### config.mk
export PLATFORM = sky130hd
export DESIGN_NAME = phase_center_loader_flat
export DESIGN_NICKNAME = d
export VERILOG_FILES = /design/src/rtl/phase_center_loader_pkg.sv /design/src/rtl/phase_center_loader_if.sv /design/src/rtl/phase_center_loader_center_ram.sv /design/src/rtl/phase_center_loader.sv /design/src/flat_wrapper.sv
export SDC_FILE = /design/constraint.sdc
export NUM_CORES = 2
export LEC_CHECK = 0
export BUFFER_PORTS_ARGS = -buffer_cell sky130_fd_sc_hd__clkbuf_2
export CORE_ASPECT_RATIO = 0.75
export CORE_MARGIN = 4
export CORE_UTILIZATION = 25
export CTS_CLUSTER_SIZE = 40
export DETAILED_ROUTE_END_ITERATION = 10
export PLACE_DENSITY = 0.51
export SLEW_MARGIN = 30
export SYNTH_ARGS = -nofsm -noshare
export SYNTH_HDL_FRONTEND = slang
export SYNTH_SLANG_ARGS = --single-unit
### constraint.sdc
create_clock -name user_clk -period 5.4 [get_ports user_clk]
set_input_delay 0.27 -clock user_clk [delete_from_list [all_inputs] [get_ports user_clk]]
set_output_delay 0.27 -clock user_clk [all_outputs]
set_load 0.005 [all_outputs]
### src/rtl/phase_center_loader_pkg.sv
// ----------------------------------------------------------------------------
// phase_center_loader_pkg
// Shared definitions for the phase centering block: default geometry, the
// bit layout of the software load_centers register word, the width of the
// commit counter and the FSM state type.
// No ports (package).
// ----------------------------------------------------------------------------
package phase_center_loader_pkg;

    // Default geometry: channels per stream (power of two) and phase width
    localparam int N_CH_DEF    = 256;
    localparam int PHASE_W_DEF = 16;

    // load_centers register word layout
    localparam int LOAD_STROBE_BIT = 31;
    localparam int LOAD_CH_MSB     = 23;
    localparam int LOAD_CH_LSB     = 16;
    localparam int LOAD_CENTER_MSB = 15;
    localparam int LOAD_CENTER_LSB = 0;
    localparam int LOAD_WORD_W     = 32;

    // Committed-write counter width (wraps 0xFFFF -> 0)
    localparam int LOAD_COUNT_W = 16;

    // CLEAR wipes the center table after reset, RUN is normal operation
    typedef enum logic {
        ST_CLEAR = 1'b0,
        ST_RUN   = 1'b1
    } state_e;

endpackage

### src/rtl/phase_center_loader_if.sv
// ----------------------------------------------------------------------------
// phase_center_loader_if
// Bundles the register word, the phase input stream and the centered phase
// output stream of phase_center_loader.
//   master : drives load_word, sync_in, phase_in, phase_in_vld;
//            observes phase_out, phase_out_vld, ch_out, ready, load_ack,
//            load_count
//   slave  : the centering block (mirror image of master)
// ----------------------------------------------------------------------------
interface phase_center_loader_if
    import phase_center_loader_pkg::*;
#(
    parameter int N_CH    = N_CH_DEF,
    parameter int PHASE_W = PHASE_W_DEF
);
    localparam int CH_W = $clog2(N_CH);

    logic [LOAD_WORD_W-1:0]  load_word;
    logic                    sync_in;
    logic [PHASE_W-1:0]      phase_in;
    logic                    phase_in_vld;

    logic [PHASE_W-1:0]      phase_out;
    logic                    phase_out_vld;
    logic [CH_W-1:0]         ch_out;
    logic                    ready;
    logic                    load_ack;
    logic [LOAD_COUNT_W-1:0] load_count;

    modport master (
        output load_word, sync_in, phase_in, phase_in_vld,
        input  phase_out, phase_out_vld, ch_out, ready, load_ack, load_count
    );

    modport slave (
        input  load_word, sync_in, phase_in, phase_in_vld,
        output phase_out, phase_out_vld, ch_out, ready, load_ack, load_count
    );

endinterface

### src/rtl/phase_center_loader_center_ram.sv
// ----------------------------------------------------------------------------
// center_ram
// Simple dual-port DEPTH x WIDTH table holding one phase center per channel.
// Read data is registered (one cycle latency). When the write and the read
// hit the same address in the same cycle the read returns the old contents.
// Ports:
//   clk_i    : clock
//   we_i     : write enable
//   waddr_i  : write address
//   wdata_i  : write data
//   raddr_i  : read address
//   rdata_o  : registered read data
// ----------------------------------------------------------------------------
module center_ram #(
    parameter int DEPTH  = 256,
    parameter int WIDTH  = 16,
    parameter int ADDR_W = $clog2(DEPTH)
) (
    input  logic              clk_i,
    input  logic              we_i,
    input  logic [ADDR_W-1:0] waddr_i,
    input  logic [WIDTH-1:0]  wdata_i,
    input  logic [ADDR_W-1:0] raddr_i,
    output logic [WIDTH-1:0]  rdata_o
);

    logic [WIDTH-1:0] mem_q [DEPTH];

    // Both the write and the registered read sample mem_q before this edge's
    // update, which gives read-old on an address collision. No reset: the
    // top clears the contents through the write port after every reset.
    always_ff @(posedge clk_i) begin
        if (we_i) begin
            mem_q[waddr_i] <= wdata_i;
        end
        rdata_o <= mem_q[raddr_i];
    end

endmodule

### src/rtl/phase_center_loader.sv
// ----------------------------------------------------------------------------
// phase_center_loader
// Subtracts a per-channel phase center from an incoming phase stream. The
// centers live in a table that is zeroed after reset and then updated by
// software through the load_centers register word (rising edge of the
// strobe bit commits one channel/center pair).
// Ports:
//   user_clk   : single clock for all logic
//   user_rst_n : asynchronous active-low reset (deassertion synchronized
//                by the parent)
//   pcl_s      : slave side of phase_center_loader_if
//                load_word, sync_in, phase_in, phase_in_vld in;
//                phase_out, phase_out_vld, ch_out, ready, load_ack,
//                load_count out
// ----------------------------------------------------------------------------
module phase_center_loader
    import phase_center_loader_pkg::*;
#(
    parameter int N_CH    = N_CH_DEF,
    parameter int PHASE_W = PHASE_W_DEF
) (
    input  logic                 user_clk,
    input  logic                 user_rst_n,
    phase_center_loader_if.slave pcl_s
);

    localparam int              CH_W    = $clog2(N_CH);
    localparam logic [CH_W-1:0] LAST_CH = CH_W'(N_CH - 1);

    state_e                  state_q, state_d;
    logic [CH_W-1:0]         clr_addr_q, clr_addr_d;

    logic                    strobe_prev_q;
    logic                    pend_q, pend_d;
    logic [CH_W-1:0]         pend_ch_q, pend_ch_d;
    logic [PHASE_W-1:0]      pend_ctr_q, pend_ctr_d;
    logic                    load_ack_q, load_ack_d;
    logic [LOAD_COUNT_W-1:0] load_count_q, load_count_d;

    logic [CH_W-1:0]         ch_q, ch_d, ch_cur;

    logic                    s1_vld_q;
    logic [CH_W-1:0]         s1_ch_q;
    logic [PHASE_W-1:0]      s1_phase_q;
    logic                    out_vld_q;
    logic [CH_W-1:0]         out_ch_q;
    logic [PHASE_W-1:0]      out_phase_q;

    logic                    ram_we;
    logic [CH_W-1:0]         ram_waddr;
    logic [PHASE_W-1:0]      ram_wdata;
    logic [PHASE_W-1:0]      ram_rdata;

    logic                    running;
    logic                    strobe;
    logic                    load_rise;
    logic                    commit;
    logic [CH_W-1:0]         word_ch;
    logic [PHASE_W-1:0]      word_ctr;
    logic                    unused_load_bits;

    // Register word fields; channel bits above CH_W-1 are dropped so the
    // address wraps modulo N_CH.
    assign strobe           = pcl_s.load_word[LOAD_STROBE_BIT];
    assign word_ch          = pcl_s.load_word[LOAD_CH_LSB +: CH_W];
    assign word_ctr         = pcl_s.load_word[LOAD_CENTER_LSB +: PHASE_W];
    assign unused_load_bits = ^pcl_s.load_word;

    assign running   = (state_q == ST_RUN);
    assign load_rise = strobe && !strobe_prev_q;
    assign commit    = pend_q && running;

    // FSM state register and clear address
    always_ff @(posedge user_clk or negedge user_rst_n) begin
        if (!user_rst_n) begin
            state_q    <= ST_CLEAR;
            clr_addr_q <= '0;
        end else begin
            state_q    <= state_d;
            clr_addr_q <= clr_addr_d;
        end
    end

    // FSM next state and table write port: CLEAR writes zero to one entry
    // per cycle and leaves after the last one; RUN only ever writes pending
    // center loads and never leaves.
    always_comb begin
        state_d    = state_q;
        clr_addr_d = clr_addr_q;
        ram_we     = 1'b0;
        ram_waddr  = pend_ch_q;
        ram_wdata  = pend_ctr_q;
        case (state_q)
            ST_CLEAR: begin
                ram_we     = 1'b1;
                ram_waddr  = clr_addr_q;
                ram_wdata  = '0;
                clr_addr_d = clr_addr_q + CH_W'(1);
                if (clr_addr_q == LAST_CH) begin
                    state_d = ST_RUN;
                end
            end
            ST_RUN: begin
                ram_we = commit;
            end
            default: begin
                state_d = ST_CLEAR;
            end
        endcase
    end

    // Load path next state. A new rising edge always (re)latches the pair,
    // so a second edge before commit overwrites the first and a pending load
    // simply waits through CLEAR until the first RUN cycle.
    always_comb begin
        pend_d       = pend_q;
        pend_ch_d    = pend_ch_q;
        pend_ctr_d   = pend_ctr_q;
        load_ack_d   = commit;
        load_count_d = load_count_q;
        if (commit) begin
            pend_d       = 1'b0;
            load_count_d = load_count_q + LOAD_COUNT_W'(1);
        end
        if (load_rise) begin
            pend_d     = 1'b1;
            pend_ch_d  = word_ch;
            pend_ctr_d = word_ctr;
        end
    end

    // Load path registers
    always_ff @(posedge user_clk or negedge user_rst_n) begin
        if (!user_rst_n) begin
            strobe_prev_q <= 1'b0;
            pend_q        <= 1'b0;
            pend_ch_q     <= '0;
            pend_ctr_q    <= '0;
            load_ack_q    <= 1'b0;
            load_count_q  <= '0;
        end else begin
            strobe_prev_q <= strobe;
            pend_q        <= pend_d;
            pend_ch_q     <= pend_ch_d;
            pend_ctr_q    <= pend_ctr_d;
            load_ack_q    <= load_ack_d;
            load_count_q  <= load_count_d;
        end
    end

    // Channel of the current sample: sync forces channel 0, otherwise the
    // running count. The counter advances even in CLEAR so channel alignment
    // survives the table wipe.
    always_comb begin
        ch_cur = pcl_s.sync_in ? '0 : ch_q;
        ch_d   = ch_q;
        if (pcl_s.phase_in_vld) begin
            ch_d = ch_cur + CH_W'(1);
        end
    end

    always_ff @(posedge user_clk or negedge user_rst_n) begin
        if (!user_rst_n) begin
            ch_q <= '0;
        end else begin
            ch_q <= ch_d;
        end
    end

    // Two-stage datapath: stage 1 waits for the table read, stage 2 holds
    // the wrapping difference. Samples arriving in CLEAR never become valid.
    always_ff @(posedge user_clk or negedge user_rst_n) begin
        if (!user_rst_n) begin
            s1_vld_q    <= 1'b0;
            s1_ch_q     <= '0;
            s1_phase_q  <= '0;
            out_vld_q   <= 1'b0;
            out_ch_q    <= '0;
            out_phase_q <= '0;
        end else begin
            s1_vld_q    <= pcl_s.phase_in_vld && running;
            s1_ch_q     <= ch_cur;
            s1_phase_q  <= pcl_s.phase_in;
            out_vld_q   <= s1_vld_q;
            out_ch_q    <= s1_ch_q;
            out_phase_q <= s1_phase_q - ram_rdata;
        end
    end

    center_ram #(
        .DEPTH (N_CH),
        .WIDTH (PHASE_W),
        .ADDR_W(CH_W)
    ) u_center_ram (
        .clk_i  (user_clk),
        .we_i   (ram_we),
        .waddr_i(ram_waddr),
        .wdata_i(ram_wdata),
        .raddr_i(ch_cur),
        .rdata_o(ram_rdata)
    );

    assign pcl_s.phase_out     = out_phase_q;
    assign pcl_s.phase_out_vld = out_vld_q;
    assign pcl_s.ch_out        = out_ch_q;
    assign pcl_s.ready         = running;
    assign pcl_s.load_ack      = load_ack_q;
    assign pcl_s.load_count    = load_count_q;

endmodule

### src/flat_wrapper.sv
// flat-port wrapper written by rule: the top's interface ports become plain ports
module phase_center_loader_flat import phase_center_loader_pkg::*;
#(
    parameter int N_CH    = N_CH_DEF,
    parameter int PHASE_W = PHASE_W_DEF
)
  (user_clk, user_rst_n, pcl_s_load_word, pcl_s_sync_in, pcl_s_phase_in, pcl_s_phase_in_vld, pcl_s_phase_out, pcl_s_phase_out_vld, pcl_s_ch_out, pcl_s_ready, pcl_s_load_ack, pcl_s_load_count);
  phase_center_loader_if #(.N_CH(N_CH), .PHASE_W(PHASE_W)) pcl_s_i ();
  input  logic user_clk;
  input  logic user_rst_n;
  input wire logic [$bits(pcl_s_i.load_word)-1:0] pcl_s_load_word;
  input wire logic [$bits(pcl_s_i.sync_in)-1:0] pcl_s_sync_in;
  input wire logic [$bits(pcl_s_i.phase_in)-1:0] pcl_s_phase_in;
  input wire logic [$bits(pcl_s_i.phase_in_vld)-1:0] pcl_s_phase_in_vld;
  output wire logic [$bits(pcl_s_i.phase_out)-1:0] pcl_s_phase_out;
  output wire logic [$bits(pcl_s_i.phase_out_vld)-1:0] pcl_s_phase_out_vld;
  output wire logic [$bits(pcl_s_i.ch_out)-1:0] pcl_s_ch_out;
  output wire logic [$bits(pcl_s_i.ready)-1:0] pcl_s_ready;
  output wire logic [$bits(pcl_s_i.load_ack)-1:0] pcl_s_load_ack;
  output wire logic [$bits(pcl_s_i.load_count)-1:0] pcl_s_load_count;
  assign pcl_s_i.load_word = pcl_s_load_word;
  assign pcl_s_i.sync_in = pcl_s_sync_in;
  assign pcl_s_i.phase_in = pcl_s_phase_in;
  assign pcl_s_i.phase_in_vld = pcl_s_phase_in_vld;
  assign pcl_s_phase_out = pcl_s_i.phase_out;
  assign pcl_s_phase_out_vld = pcl_s_i.phase_out_vld;
  assign pcl_s_ch_out = pcl_s_i.ch_out;
  assign pcl_s_ready = pcl_s_i.ready;
  assign pcl_s_load_ack = pcl_s_i.load_ack;
  assign pcl_s_load_count = pcl_s_i.load_count;
  phase_center_loader #(.N_CH(N_CH), .PHASE_W(PHASE_W)) u_core (.user_clk(user_clk), .user_rst_n(user_rst_n), .pcl_s(pcl_s_i));
endmodule
# Word level (Yosys, flattened, before mapping)
# Memories as Yosys holds them, arrays and structs flattened. A register that Yosys moved wholly into a read port is not among the register bits.
# Index checks and enable logic that the tools add are counted.
op_classes:
  addsub: 4
  eq_ne: 1
  muxes: 10
  bitwise_logic: 1
  n_reduce_logical: 5
ops:
  columns: ["cell", "count"]
  rows:
  - ["16-bit by 1-bit adder with 16-bit output, second input constant", 1]
  - ["8-bit by 1-bit adder with 8-bit output, second input constant", 2]
  - ["16-bit two-way mux", 1]
  - ["8-bit two-way mux", 2]
  - ["16-bit subtractor", 1]
  - ["8-bit equality test, second input constant", 1]
  - ["1-bit two-way mux", 6]
  - ["1-bit logical AND", 3]
  - ["1-bit case mux with 2 select lines", 1]
  - ["2-bit nonzero test", 1]
  - ["1-bit logical NOT", 1]
  - ["1-bit inverter", 1]
totals:
  register_bits: 110
  ramBits: 4096
  inputBits: 52
  out_inout_bits: 43
  word_cells: 37
  mem_count: 1
memory_table:
  columns: ["name", "depth", "width", "rd", "rd_clocked_by_memory_dff", "write_ports", "line_no", "text"]
  rows:
  - ["u_core.u_center_ram.mem_q", 256, 16, 1, 1, 1, "phase_center_loader_center_ram.sv:27", "logic [WIDTH-1:0] mem_q [DEPTH];"]

# Longest topological paths before layout
depth:
  word_depth: 4
  mapped_depth: 14
  ltp_nobuf: 12

# By module
# A second synthesis with hierarchy kept.
unflattened:
  hier_cells: 7754
  area_unflattened_um2: 163484.3
by_module_without_submodules:
  columns: ["module", "n_inst", "cells_each", "area_per_inst_um2", "seq_area_each_um2"]
  rows:
  - ["center_ram", 1, 7360, 158714.7, 123318.3]
  - ["phase_center_loader", 1, 394, 4769.6, 2752.6]

# Least setup slack after synthesis
# OpenSTA, ideal clock, no wires.
synth_path:
  kind: "reg-to-reg"
  startpoint: "reg u_core.state_q (netlist: u_core.pcl_s.ready)"
  endpoint: "mem u_core.u_center_ram.mem_q[0][14] (data pin)"
  setup_time_ns: 0.870
  arrival_ns: 4.333
  t_required_ns: 4.530
  slack_ns: 0.198
  stages_incl_launch_ff: 5
  path_buffers: 3
  period_less_slack_ns: 5.202
  path_cell_list: "dfrtp_1 -> buf_2 -> clkbuf_1 -> clkbuf_1 -> and2_1"
synth_via:
  elab_chain_len: 1
synth_rtl:
  columns: ["element", "line_no", "text"]
  rows:
  - ["start, declared", "phase_center_loader.sv:30", "state_e state_q, state_d;"]
  - ["start signal, assigned", "phase_center_loader.sv:79", "state_q <= state_d;"]
  - ["16-bit two-way mux", "phase_center_loader.sv:93", "case (state_q)"]
  - ["net u_core.ram_wdata[14]", "phase_center_loader.sv:51", "logic [PHASE_W-1:0] ram_wdata;"]
  - ["end, declared", "phase_center_loader_center_ram.sv:27", null]
# The timed path passes the listed nets, and every way through them passes these cells.

# Worst setup path after layout
layout_path:
  startpoint: "reg u_core.ch_q[0]"
  endpoint: "reg u_core.u_center_ram.rdata_o[3], read port of u_core.u_center_ram.mem_q"
layout_via:
  elab_chain_len: 1
layout_rtl:
  columns: ["element", "line_no", "text"]
  rows:
  - ["start, declared", "phase_center_loader.sv:40", "logic [CH_W-1:0] ch_q, ch_d, ch_cur;"]
  - ["start signal, assigned", "phase_center_loader.sv:166", "ch_q <= ch_d;"]
  - ["8-bit two-way mux", "phase_center_loader.sv:155", "ch_cur = pcl_s.sync_in ? '0 : ch_q;"]
  - ["end, declared", "phase_center_loader_center_ram.sv:24", "output logic [WIDTH-1:0] rdata_o"]
# Every way passes these cells.
# A chain may end at the register's enable or synchronous reset.

==> impl_metrics.csv <==
group,metric,value,unit
power,power_density,373,nW/um^2
die,core-area,660000,um^2
global_routing,antenna_found_initial,61,
synth,async_flop_share,2.61,%
worst_setup_path,crit_buf_inv,2,
routing,first_pass_iters,6,
worst_setup_path,cp_cell_sequence,"nand2b_4, inv_16, buf_12, nand2_1, a31oi_1, o211ai_1, o21ai_1, or4_1, o32ai_1, o31ai_1",
job,cap_viol_max_count,0,
sta,slew_viol_final,0,
sta,finClkSkew,112,ps
sta,timing.setup.tns,0,ps
layout,fin_area,195000,um^2
worst_hold_path,hp-class,"in -> reg",
routing,wirelength,601000,um
global_routing,grt_usage,17.0,%
die,dieArea,676000,um^2
sta,setup_viol,0,
worst_setup_path,cp-end-kind,"flip-flop",
cts,cts_resized,0,
worst_setup_path,crit_fanout,71,
global_routing,grt_overflow_total,0,
routing,drt_iter0_drc,16700,
cts,clk_latency,1000,ps
placed_design,placed_cell_area,181000,um^2
routing,drc_errors,0,
layout,seqCellArea,126000,um^2
power,finalPower,72.5,mW
die,std_cell_rows,258,
layout,final_cells,20200,
synth,syn_area_per_cell,16.0,um^2
global_routing,grt_pass1_wl,816000,um
cts,cts-buffers-inserted,404,
layout,nets,11100,
die,ioPinCount,95,
cts,htree_levels,5,
synth,synth_warnings,0,
sta,finalCriticalPeriod,4570,ps
worst_setup_path,criticalPathCategory,"reg -> reg",
placed_design,gp_congestion,0.901,
worst_setup_path,required,6220,ps
sta,setup_slack,831,ps
cts,cts_tree,"built",
worst_setup_path,critPathArrivalTime,5390,ps
global_routing,first_global_vias,93300,
synth,syn_inst,10400,
sta,slew_headroom,20.6,%
routing,wl_per_cell,29.8,um
synth,netlist_area,166000,um^2
layout,drive_gt1_share,16.3,%
layout,nFillCells,65500,
worst_setup_path,start_kind,"flip-flop",
cts,clock_path_buffers,4,
layout,multi_input_area,36300,um^2
cts,cts_setup_buffers,0,
placed_design,hpwl,380000,um
layout,synthToLayoutAreaGrowth,17.4,%
sta,worst_pin_slew,1190,ps
synth,ys_types,94,
sta,hold_viol,0,
outcome,run_status,"completed",
synth,synth_edf_count,4096,
placed_design,pre_cts_ws,779,ps
placed_design,dp.cells,19400,
cts,hold_buffers,64,
synth,seq_area_frac_synth,76.1,%
die,dieWidth,948,um
die,die_h,713,um
die,start_util,25.1,%
cts,clkSlewWorstSetupHoldPaths,60,ps
placed_design,port_buffers,87,
synth,syn_nets,10400,
global_routing,grt_max_degree,124,
routing,vias,103000,
sta,period_share,84.6,%
synth,synth_seq_cells,4222,
sta,rsz0062_at_grt,"false",
synth,dominantRegCellSynth,"edfxtp_1",
power,p_leak,55.9,nW
cts,clock-root-buffer,"clkbuf_16",
worst_setup_path,critPathMaxStageDelay,830,ps
routing,vias_per_cell,5.10,
power,max-vdd-ir-drop,298,uV
worst_setup_path,crit_family,"compound AO/OA/AOI/OAI gates",
worst_setup_path,crit_slowest_cell,"or4_1",
sta,clock.fmax,0.219,GHz
routing,ant_nets,0,
cts,cts.sinks,4222,
path summary, 6_finish.rpt:
kind,endpoint,cells past startpoint,start,slack [ps]
worst max-delay path,u_core.u_center_ram.rdata_o[3]$_DFF_P_,10,u_core.ch_q[0]$_DFFE_PN0P_,830
worst min-delay path,u_core.pend_ch_q[0]$_DFFE_PN0P_,3,pcl_s_load_word[16],160
worst max register to register,u_core.u_center_ram.rdata_o[3]$_DFF_P_,10,u_core.ch_q[0]$_DFFE_PN0P_,830
worst min register to register,u_core.pcl_s.ch_out[5]$_DFF_PN0_,0,u_core.s1_ch_q[5]$_DFF_PN0_,350
max in group asynchronous,u_core.ch_q[0]$_DFFE_PN0P_,4,user_rst_n,4220
min in group asynchronous,u_core.pcl_s.phase_out[11]$_DFF_PN0_,3,user_rst_n,330
worst register-to-register path, delay by kind of cell, from the launching register on:
family	cells	cell delay, ps
AND/OR/NAND/NOR	3	1630
AO/OA/AOI/OAI	5	1710
flip-flops	1	710
buffers and inverters	2	380
synth_stat cells (all sizes together), types with 11 or more instances:
cell        n  area, um^2
inv        45         176
o22ai     220        1380
a211oi    302        2270
o31ai      18         135
ha         18         225
a311oi     67         587
a21oi     428        2140
and2      103         644
mux2i     744        7450
a222oi     15         150
dfrtp     110        2750
nand2    1142        4290
a32o       16         160
a32oi      17         149
mux2      157        1770
a221oi    182        1590
a22oi      68         510
nor3       54         275
a221o      14         140
o311ai     12         105
dfxtp      16         320
o221ai    164        1440
nor2      438        1650
nor2b      66         413
a31oi     205        1280
a2111oi    13         120
nand2b     11        76.3
o32ai      19         166
buf       553        3320
nor4       27         169
edfxtp   4096      123000
o211ai     33         248
mux4       62        1400
clkbuf    164         616
o21ai     278        1400
nand4      40         250
nand3     296        1490
and3       14        87.6
xnor2      26         228
power breakdown:
part / leakage, nW / switching [mW] / internal, mW
Combinational: 19.9 / 5.84 / 2.52
Sequential: 29.8 / 0.377 / 35.5
Clock: 6.24 / 12.7 / 15.5
Total: 55.9 / 18.9 / 53.5
cells in the final DEF, fill, tap and decap left out, types with 85 or more instances in the layout:
cell       instances
a211oi_1         298
a21oi_1          427
a221oi_1         182
a31oi_1          204
buf_12           100
buf_4            663
clkbuf_1          98
clkbuf_16        412
clkbuf_2          85
clkinv_1          88
dfrtp_1          106
edfxtp_1        4096
mux2_2           157
mux2i_1          744
nand2_1         1137
nand3_1          275
nor2_1           330
nor2_2            89
o21ai_0          260
o221ai_1         164
o22ai_1          217
cells by family (layout without fill, tap and decap cells):
group | after synthesis | in the layout | synth area share (%)
compound gates | 2148 | 2148 | 8.84
xor+xnor | 36 | 36 | 0.190
fa+ha+maj | 19 | 19 | 0.148
buf+inv | 763 | 1704 | 2.49
flops | 4222 | 4222 | 76.1
mux | 963 | 963 | 6.41
other cells | 0 | 16 | 0
simple gates | 2227 | 2227 | 5.83
area by class of cell:
class                   count  share of cell area [%]
repair buffers            915                    4.17
clock inverters           219                   0.959
clock buffers             524                    5.58
multi-input cells        5393                    18.6
diodes                     16                  0.0206
inverters                  46                   0.120
well taps                8840                    5.69
flip-flops and latches   4222                    64.8
through the flow:
stage          utilization [%]  hold WS, ps
2_1_floorplan                -        -25.6
3_3_place_gp              27.4          334
3_5_place_dp              27.5          336
4_1_cts                   29.5         80.6
5_1_grt                   29.5          118
6_report                  29.5          163
sequential cells by signal, summed over array words and instances (netlist names):
signal / cells
u_core.s1_vld_q: 1
u_core.pcl_s.load_ack: 1
u_core.pend_ch_q: 8
u_core.pcl_s.ch_out: 8
u_core.s1_ch_q: 8
u_core.pend_ctr_q: 16
u_core.strobe_prev_q: 1
u_core.pcl_s.phase_out_vld: 1
u_core.pcl_s.phase_out: 16
u_core.ch_q: 8
u_core.s1_phase_q: 16
u_core.pcl_s.load_count: 16
u_core.clr_addr_q: 8
u_core.u_center_ram.rdata_o: 16
u_core.u_center_ram.mem_q: 4096
u_core.pcl_s.ready: 1
u_core.pend_q: 1
routing by layer:
| metal | wire, um | GRT usage [%] | up-vias |
|---|---|---|---|
| met5 | 64 | 0 | - |
| met4 | 13500 | 3.59 | 10 |
| met3 | 79300 | 5.67 | 672 |
| met2 | 239000 | 22.8 | 5906 |
| met1 | 270000 | 26.1 | 54100 |
| li1 | - | - | 42200 |
Note: power is estimated with default switching activity, not from simulation.
